[config.mk]
export PLATFORM = sky130hd
export DESIGN_NAME = pwm_seq_ctrl
export DESIGN_NICKNAME = d
export VERILOG_FILES = /design/src/rtl/pwm_seq_ctrl.sv
export SDC_FILE = /design/constraint.sdc
export NUM_CORES = 1
export LEC_CHECK = 0
export CORE_UTILIZATION = 62
export CTS_CLUSTER_SIZE = 10
export DETAILED_ROUTE_END_ITERATION = 16
export GPL_TIMING_DRIVEN = 0
export PLACE_DENSITY = 0.87
export REMOVE_ABC_BUFFERS = 1
export SLEW_MARGIN = 5
export SYNTH_ARGS = -nofsm -noshare
export SYNTH_HDL_FRONTEND = slang
export SYNTH_SLANG_ARGS = --single-unit
[constraint.sdc]
create_clock -name CLK -period 8.5 [get_ports CLK]
set_input_delay 1.275 -clock CLK [delete_from_list [all_inputs] [get_ports CLK]]
set_output_delay 1.275 -clock CLK [all_outputs]
set_load 0.005 [all_outputs]
[src/rtl/pwm_seq_ctrl.sv]
// -----------------------------------------------------------------------------
// pwm_seq_ctrl
// Brightness-envelope sequencer. Walks the duty command of a PWM LED generator
// through ramp-up / hold-high / ramp-down / hold-low loops, advancing at most
// once per PWM period (period_tick).
//
// Ports
//   CLK          system clock, single domain
//   RST          synchronous active-high reset
//   start        one-cycle request to begin a sequence (ignored while busy)
//   stop         abort request, returns to IDLE with duty 0
//   period_tick  strobe marking the end of each PWM period
//   step         duty increment/decrement per tick (0 behaves as 1)
//   max_duty     ramp-up ceiling
//   hold_hi      extra ticks spent at max_duty
//   hold_lo      extra ticks spent at zero
//   loops        number of full cycles, 0 = run forever
//   duty         registered duty command
//   duty_upd     pulses in every cycle where duty differs from the previous one
//   busy         high whenever not IDLE
//   done         one-cycle pulse when the programmed loop count completes
// -----------------------------------------------------------------------------
module pwm_seq_ctrl #(
  parameter int DUTY_W = 8,
  parameter int HOLD_W = 8
) (
  input  logic              CLK,
  input  logic              RST,
  input  logic              start,
  input  logic              stop,
  input  logic              period_tick,
  input  logic [DUTY_W-1:0] step,
  input  logic [DUTY_W-1:0] max_duty,
  input  logic [HOLD_W-1:0] hold_hi,
  input  logic [HOLD_W-1:0] hold_lo,
  input  logic [7:0]        loops,
  output logic [DUTY_W-1:0] duty,
  output logic              duty_upd,
  output logic              busy,
  output logic              done
);

  localparam logic [2:0] S_IDLE   = 3'd0;
  localparam logic [2:0] S_UP     = 3'd1;
  localparam logic [2:0] S_HOLD_H = 3'd2;
  localparam logic [2:0] S_DOWN   = 3'd3;
  localparam logic [2:0] S_HOLD_L = 3'd4;

  localparam logic [DUTY_W-1:0] DUTY_ZERO = {DUTY_W{1'b0}};
  localparam logic [DUTY_W-1:0] DUTY_ONE  = {{(DUTY_W-1){1'b0}}, 1'b1};
  localparam logic [HOLD_W-1:0] HOLD_ZERO = {HOLD_W{1'b0}};
  localparam logic [HOLD_W-1:0] HOLD_ONE  = {{(HOLD_W-1){1'b0}}, 1'b1};

  logic [2:0]        state_r, state_s;
  logic [DUTY_W-1:0] duty_r, duty_s;
  logic [HOLD_W-1:0] hold_cnt_r, hold_cnt_s;
  logic [7:0]        loop_cnt_r, loop_cnt_s;
  logic [DUTY_W-1:0] step_cfg_r, max_cfg_r;
  logic [HOLD_W-1:0] hold_hi_cfg_r, hold_lo_cfg_r;
  logic [7:0]        loops_cfg_r;
  logic              duty_upd_r, busy_r, done_r;
  logic              cap_s, done_s;
  logic [DUTY_W:0]   up_sum_s;
  logic [7:0]        loop_inc_s;

  // Ramp-up sum is one bit wider so the ceiling compare never sees a wrap.
  assign up_sum_s   = {1'b0, duty_r} + {1'b0, step_cfg_r};
  assign loop_inc_s = loop_cnt_r + 8'd1;

  // Next-state, next-duty and counter logic for the envelope FSM.
  always_comb begin
    state_s    = state_r;
    duty_s     = duty_r;
    hold_cnt_s = hold_cnt_r;
    loop_cnt_s = loop_cnt_r;
    cap_s      = 1'b0;
    done_s     = 1'b0;
    if (state_r == S_IDLE) begin
      // stop outranks start so a simultaneous pair leaves the block idle
      if (start && !stop) begin
        cap_s      = 1'b1;
        loop_cnt_s = 8'd0;
        hold_cnt_s = HOLD_ZERO;
        duty_s     = DUTY_ZERO;
        state_s    = S_UP;
      end else begin
        state_s = S_IDLE;
      end
    end else if (stop) begin
      state_s    = S_IDLE;
      duty_s     = DUTY_ZERO;
      hold_cnt_s = HOLD_ZERO;
      loop_cnt_s = 8'd0;
    end else if (period_tick) begin
      case (state_r)
        S_UP: begin
          if (up_sum_s >= {1'b0, max_cfg_r}) begin
            duty_s     = max_cfg_r;
            hold_cnt_s = HOLD_ZERO;
            state_s    = S_HOLD_H;
          end else begin
            duty_s = up_sum_s[DUTY_W-1:0];
          end
        end
        S_HOLD_H: begin
          if (hold_cnt_r >= hold_hi_cfg_r) begin
            state_s = S_DOWN;
          end else begin
            hold_cnt_s = hold_cnt_r + HOLD_ONE;
          end
        end
        S_DOWN: begin
          if (duty_r <= step_cfg_r) begin
            duty_s     = DUTY_ZERO;
            hold_cnt_s = HOLD_ZERO;
            state_s    = S_HOLD_L;
          end else begin
            duty_s = duty_r - step_cfg_r;
          end
        end
        S_HOLD_L: begin
          if (hold_cnt_r >= hold_lo_cfg_r) begin
            loop_cnt_s = loop_inc_s;
            // loops == 0 lets the counter wrap and never terminates
            if ((loops_cfg_r != 8'd0) && (loop_inc_s == loops_cfg_r)) begin
              state_s = S_IDLE;
              done_s  = 1'b1;
            end else begin
              state_s = S_UP;
            end
          end else begin
            hold_cnt_s = hold_cnt_r + HOLD_ONE;
          end
        end
        default: begin
          state_s = S_IDLE;
          duty_s  = DUTY_ZERO;
        end
      endcase
    end else begin
      state_s = state_r;
    end
  end

  // State, counters, captured configuration and registered outputs.
  always_ff @(posedge CLK) begin
    if (RST) begin
      state_r       <= S_IDLE;
      duty_r        <= DUTY_ZERO;
      hold_cnt_r    <= HOLD_ZERO;
      loop_cnt_r    <= 8'd0;
      step_cfg_r    <= DUTY_ONE;
      max_cfg_r     <= DUTY_ZERO;
      hold_hi_cfg_r <= HOLD_ZERO;
      hold_lo_cfg_r <= HOLD_ZERO;
      loops_cfg_r   <= 8'd0;
      duty_upd_r    <= 1'b0;
      busy_r        <= 1'b0;
      done_r        <= 1'b0;
    end else begin
      state_r    <= state_s;
      duty_r     <= duty_s;
      hold_cnt_r <= hold_cnt_s;
      loop_cnt_r <= loop_cnt_s;
      if (cap_s) begin
        // a zero step would stall the ramp forever, so it runs as 1
        step_cfg_r    <= (step == DUTY_ZERO) ? DUTY_ONE : step;
        max_cfg_r     <= max_duty;
        hold_hi_cfg_r <= hold_hi;
        hold_lo_cfg_r <= hold_lo;
        loops_cfg_r   <= loops;
      end else begin
        step_cfg_r    <= step_cfg_r;
        max_cfg_r     <= max_cfg_r;
        hold_hi_cfg_r <= hold_hi_cfg_r;
        hold_lo_cfg_r <= hold_lo_cfg_r;
        loops_cfg_r   <= loops_cfg_r;
      end
      duty_upd_r <= (duty_s != duty_r);
      busy_r     <= (state_s != S_IDLE);
      done_r     <= done_s;
    end
  end

  assign duty     = duty_r;
  assign duty_upd = duty_upd_r;
  assign busy     = busy_r;
  assign done     = done_r;

endmodule

### Word-level counts from Yosys, hierarchy flattened

Cells that the tools add are included.

| word-level totals | value |
|---|---|
| flip-flop bits (word level) | 70 |
| bits of input ports | 45 |
| output and inout bits | 11 |
| logic and storage cells | 84 |

| operators by class | value |
|---|---|
| add/subtract/negate cells | 4 |
| $lt $le $gt $ge | 4 |
| equal/unequal tests | 11 |
| muxes and demuxes | 35 |
| bitwise operators | 3 |
| reductions and logical operators | 15 |

Operator list:

| kind | count |
|---|---|
| $mux 8 | 20 |
| $pmux 8 s4 | 1 |
| $pmux 8 s3 | 1 |
| $mux 3 | 7 |
| $add 8x1->8 const B | 2 |
| $ge 8x8->1 | 2 |
| $ne 4x4->1 const B | 4 |
| $pmux 3 s4 | 1 |
| $reduce_bool 3->1 | 4 |
| $add 8x8->9 | 1 |
| $ge 9x8->1 | 1 |
| $eq 8x8->1 | 1 |
| $le 8x8->1 | 1 |
| $logic_not 8->1 | 1 |
| $ne 8x8->1 | 1 |
| $reduce_bool 8->1 | 1 |
| $sub 8x8->8 | 1 |
| $reduce_and 7->1 | 1 |
| $eq 3x2->1 const B | 2 |
| $reduce_bool 6->1 | 1 |
| $reduce_or 6->1 | 1 |
| $mux 1 | 5 |
| $reduce_and 4->1 | 1 |
| $eq 3x1->1 const B | 1 |
| 7 further kinds | 10 |

### Logic depth before layout (Yosys ltp)

| depth | value |
|---|---|
| word-level depth | 10 |
| depth in mapped cells | 19 |
| mapped depth without buffers | 18 |

### Worst setup path after synthesis

OpenSTA, ideal clock, no wires.

| timing | value |
|---|---|
| path kind | reg2reg |
| from | reg duty_r[1], in the netlist duty[1] |
| to | reg duty_upd_r, in the netlist duty_upd |
| setup time | 0.142 ns |
| arrival | 3.895 ns |
| data required time | 8.358 ns |
| path slack | 4.463 ns |
| stages on the path, launching flop included | 18 |
| path buffers | 0 |
| clock period less this slack | 4.037 ns |
| cells stage by stage | dfxtp_1 inv_1 fa_1 nor2_1 o221ai_1 a21oi_1 nor2_1 xnor2_1 inv_1 ha_1 a21oi_1 o221ai_1 nor4_4 nand2_1 a211o_1 and4_1 a2111oi_0 o311ai_1 |

| on the way | value |
|---|---|
| word-level cells in the longest chain between the ends | 8 |
| elaborated cells between the ends (all ways) | 12 |
| those cells by class | 2 x add/sub; 2 x order compare; 1 x eq/ne; 7 x mux |

Ends and longest elaborated chain:

| what | RTL line | text |
|---|---|---|
| start: declaration | 55 | `logic [DUTY_W-1:0] duty_r, duty_s;` |
| start signal: assignment | 162 | `duty_r <= duty_s;` |
| $add 8x8->9 | 67 | `assign up_sum_s = {1'b0, duty_r} + {1'b0, step_cfg_r};` |
| $ge 9x8->1 | 97 | `if (up_sum_s >= {1'b0, max_cfg_r}) begin` |
| $mux 8 | 97 |  |
| $pmux 8 s3 | 95 | `case (state_r)` |
| $mux 8 | 94 | `end else if (period_tick) begin` |
| $mux 8 | 89 | `end else if (stop) begin` |
| $mux 8 | 78 | `if (state_r == S_IDLE) begin` |
| $ne 8x8->1 (*) | 179 | `duty_upd_r <= (duty_s != duty_r);` |
| end signal: assignment | 179 |  |
| end: declaration | 61 | `logic duty_upd_r, busy_r, done_r;` |

Mark *: on every way between the ends. The rest lies on a longest branch, timed or not.
A chain may end at the register's enable or synchronous reset.

### Final worst setup path

| timing | value |
|---|---|
| from | reg duty_r[0], in the netlist duty[0] |
| to | reg duty_upd_r, in the netlist duty_upd |

Same word-level chain as after synthesis.

==> flow_summary.toml <==
[setup_path]
startpoint = "duty[0]$_SDFF_PP0_"
crit_end = "duty_upd$_SDFF_PP0_"
rr_endpoint = "duty_upd$_SDFF_PP0_"
ff2ff_setup_slack_ns = 3.47
worstSetupStartpointType = "flip-flop"
arrival_ns = 5.22
ff2ff_path_depth = 18
endpoint_kind = "flip-flop"
rr_startpoint = "duty[0]$_SDFF_PP0_"
cp_max_fo = 8
path_class = "flip-flop to flip-flop"
critPathRequiredTime_ns = 8.69

[drt]
wl_met2_um = 6320
ant_nets = 0
routed.top_layer = "met4"
wl_per_cell_um = 16.9
wl_met3_um = 1120
vias = 5143
routed_via_density = 6.34
drt-initial-drc-count = 351
firstDrtPassIters = 6
drt_wl_total_um = 13700
route.detailed.drc = 0
wl_met1_um = 6030

[pwr]
p_int_w = 0.000532
power_leakage_nw = 2.16
clkPwrFrac_pct = 36.1
power_density_nw_per_um2 = 128
p_seq_share_pct = 46.3
pwr-share-comb_pct = 17.6
p_switching_w = 0.000217
ir_drop_v = 0.000127
switching_share_pct = 29.0

[global_routing]
grt_pass1_vias = 4798
grt_max_degree = 36
grt_usage_pct = 33.1
grt-ovfl-total = 0
antenna_found_initial = 0
grt_pass1_wl_um = 22400

[sta]
tns_ns = 0
worstMarginPinSlew_ns = 0.858
skew_ns = 0.0126
hold_violations = 0
whs_ns = 0.456
post-route-period-util_pct = 59.1
drv_slew = 0
min_period_ns = 5.03
rsz0062_at_grt = "no"
finalWorstSetupSlack_ns = 3.47
max_freq_mhz = 199
setup-violations-final = 0
timing.slew.headroom_pct = 42.5

[hold_path]
min_path_cells = 2
hold_class = "flip-flop to flip-flop"

[die]
die_x_um = 92.3
io_pins = 56
core_um2 = 7810
rows = 32
initial_utilization_pct = 64.7
die_y_um = 92.3
die-area_um2 = 8510

[place]
detailedPlace.worstSlack_ns = 3.58
dpl-instance-area_um2 = 5630
dp.cells = 795
dp_hpwl_um = 10500
place_congestion = 1.04
portBuffers = 55

[finish]
most-common-layout-cells = "97 x nand2_1, 78 x a21oi_1, 70 x dfxtp_1"
layout-drive-gt1-share_pct = 4.94
final_area_um2 = 5830
final_nets = 793
mostFrequentLayoutCell = "nand2_1"
seqCellArea_um2 = 1400
antenna_cells = 0
fillerInstances = 593
area_growth_pct = 15.5
stdcell_count = 811
multi_input_area_um2 = 3310

[cts]
cts.sinks = 70
insertion_delay_ns = 0.35
cts_tree = "yes"
clkTransAtPathRegs_ns = 0.08
htreeDepth = 3
cts_resized = 0
clock-root-buffer = "clkbuf_8"
cts.path.max_buffers = 2
cts_setup_buffers = 0
hold_buffers = 0
cts-buffers-inserted = 9

[synth]
synth_seq_area_share_pct = 27.8
ys_ff_latch = 70
ys_async_sr_fraction_pct = 0
synth_ff_type = "dfxtp_1"
netlist_area_um2 = 5050
syn_inst = 667
ys_types = 71
syn_avg_cell_area_um2 = 7.57
yosys_warnings = 0
synth_edf_count = 0

[run_status]
status = "finished, final reports clean"

[flow_run]
cap_violations = 0
-- logic make-up after synthesis --
kind of cell | after synthesis | synth area share (%)
mux | 1 | 0.223
flops | 70 | 27.8
fa+ha+maj | 44 | 11.2
simple gates | 246 | 24.5
xor+xnor | 17 | 2.95
buf+inv | 86 | 6.94
compound gates | 203 | 26.4
-- cells in the mapped netlist (all sizes together) (8+ instances only) --
cell,number,area share (%)
or4,10,1.6
or3,9,1.3
o21ai,28,2.8
clkbuf,24,1.8
ha,42,10
nand3,26,2.6
buf,8,1.1
inv,54,4.0
o31ai,8,1.5
a211oi,9,1.4
a21oi,80,8.1
nor3,8,0.79
dfxtp,70,28
xnor2,13,2.3
a31oi,11,1.4
nor2,40,3.0
nand2,97,7.2
-- critical path, cell delays in order (launching register included) --
cell	delay, ns
dfxtp_1	0.52
ha_1	0.23
inv_1	0.06
fa_1	0.42
nor2_1	0.13
o221ai_1	0.31
a21oi_1	0.24
nor2_1	0.07
xnor2_1	0.26
inv_1	0.15
ha_1	0.34
a21oi_1	0.13
o221ai_1	0.19
nor4_4	0.39
nand2_1	0.30
o21ai_0	0.47
o41ai_1	0.15
o41ai_1	0.36
o311ai_1	0.15
-- flip-flops by register name, summed over array words and instances (netlist names) --
signal,cells
hold_hi_cfg_r,8
max_cfg_r,8
hold_lo_cfg_r,8
hold_cnt_r,8
duty_upd,1
loop_cnt_r,8
busy,1
state_r,3
step_cfg_r,8
loops_cfg_r,8
duty,8
done,1
-- final cells by class --
cell class	instances	area share [%]
flip-flops and latches	70	24.0
repair buffers	58	10.2
clock inverters	5	1.03
inverters	54	3.48
well taps	102	2.19
multi-input cells	511	56.8
clock buffers	11	2.25
-- metrics by stage --
step | power [W] | utilization (%)
after global routing | 0.000778 | 74.7
after floorplan | 0.000430 | -
after global placement | 0.000476 | 71.5
after CTS | 0.000747 | 74.6
after detailed placement | 0.000483 | 72.1
final | 0.000749 | 74.7
-- routing by layer --
| layer | vias to the layer above | track usage [%] |
|---|---|---|
| met5 | - | 0 |
| met4 | 0 | 11.6 |
| met3 | 25 | 6.30 |
| met2 | 223 | 52.7 |
| met1 | 2412 | 44.7 |
| li1 | 2483 | - |
-- how the worst min path moves through the flow --
stage                                        startpoint                             to  slack, ns
after CTS                 hold_lo_cfg_r[1]$_SDFFE_PP0P_  hold_lo_cfg_r[1]$_SDFFE_PP0P_       0.46
final                     hold_hi_cfg_r[1]$_SDFFE_PP0P_  hold_hi_cfg_r[1]$_SDFFE_PP0P_       0.46
after global routing      hold_hi_cfg_r[4]$_SDFFE_PP0P_  hold_hi_cfg_r[4]$_SDFFE_PP0P_       0.48
after floorplan           hold_hi_cfg_r[1]$_SDFFE_PP0P_  hold_hi_cfg_r[1]$_SDFFE_PP0P_       0.43
after global placement    hold_hi_cfg_r[1]$_SDFFE_PP0P_  hold_hi_cfg_r[1]$_SDFFE_PP0P_       0.44
after detailed placement  hold_lo_cfg_r[1]$_SDFFE_PP0P_  hold_lo_cfg_r[1]$_SDFFE_PP0P_       0.45
-- power by group through the flow --
stage	logic (W)	clock network (W)	registers [W]
6_report	0.000132	0.000270	0.000347
3_5_place_dp	0.000129	0	0.000354
2_1_floorplan	0.0000785	0	0.000351
4_1_cts	0.000130	0.000271	0.000346
5_1_grt	0.000144	0.000286	0.000348
3_3_place_gp	0.000122	0	0.000353
(Power assumes the default switching activity.)
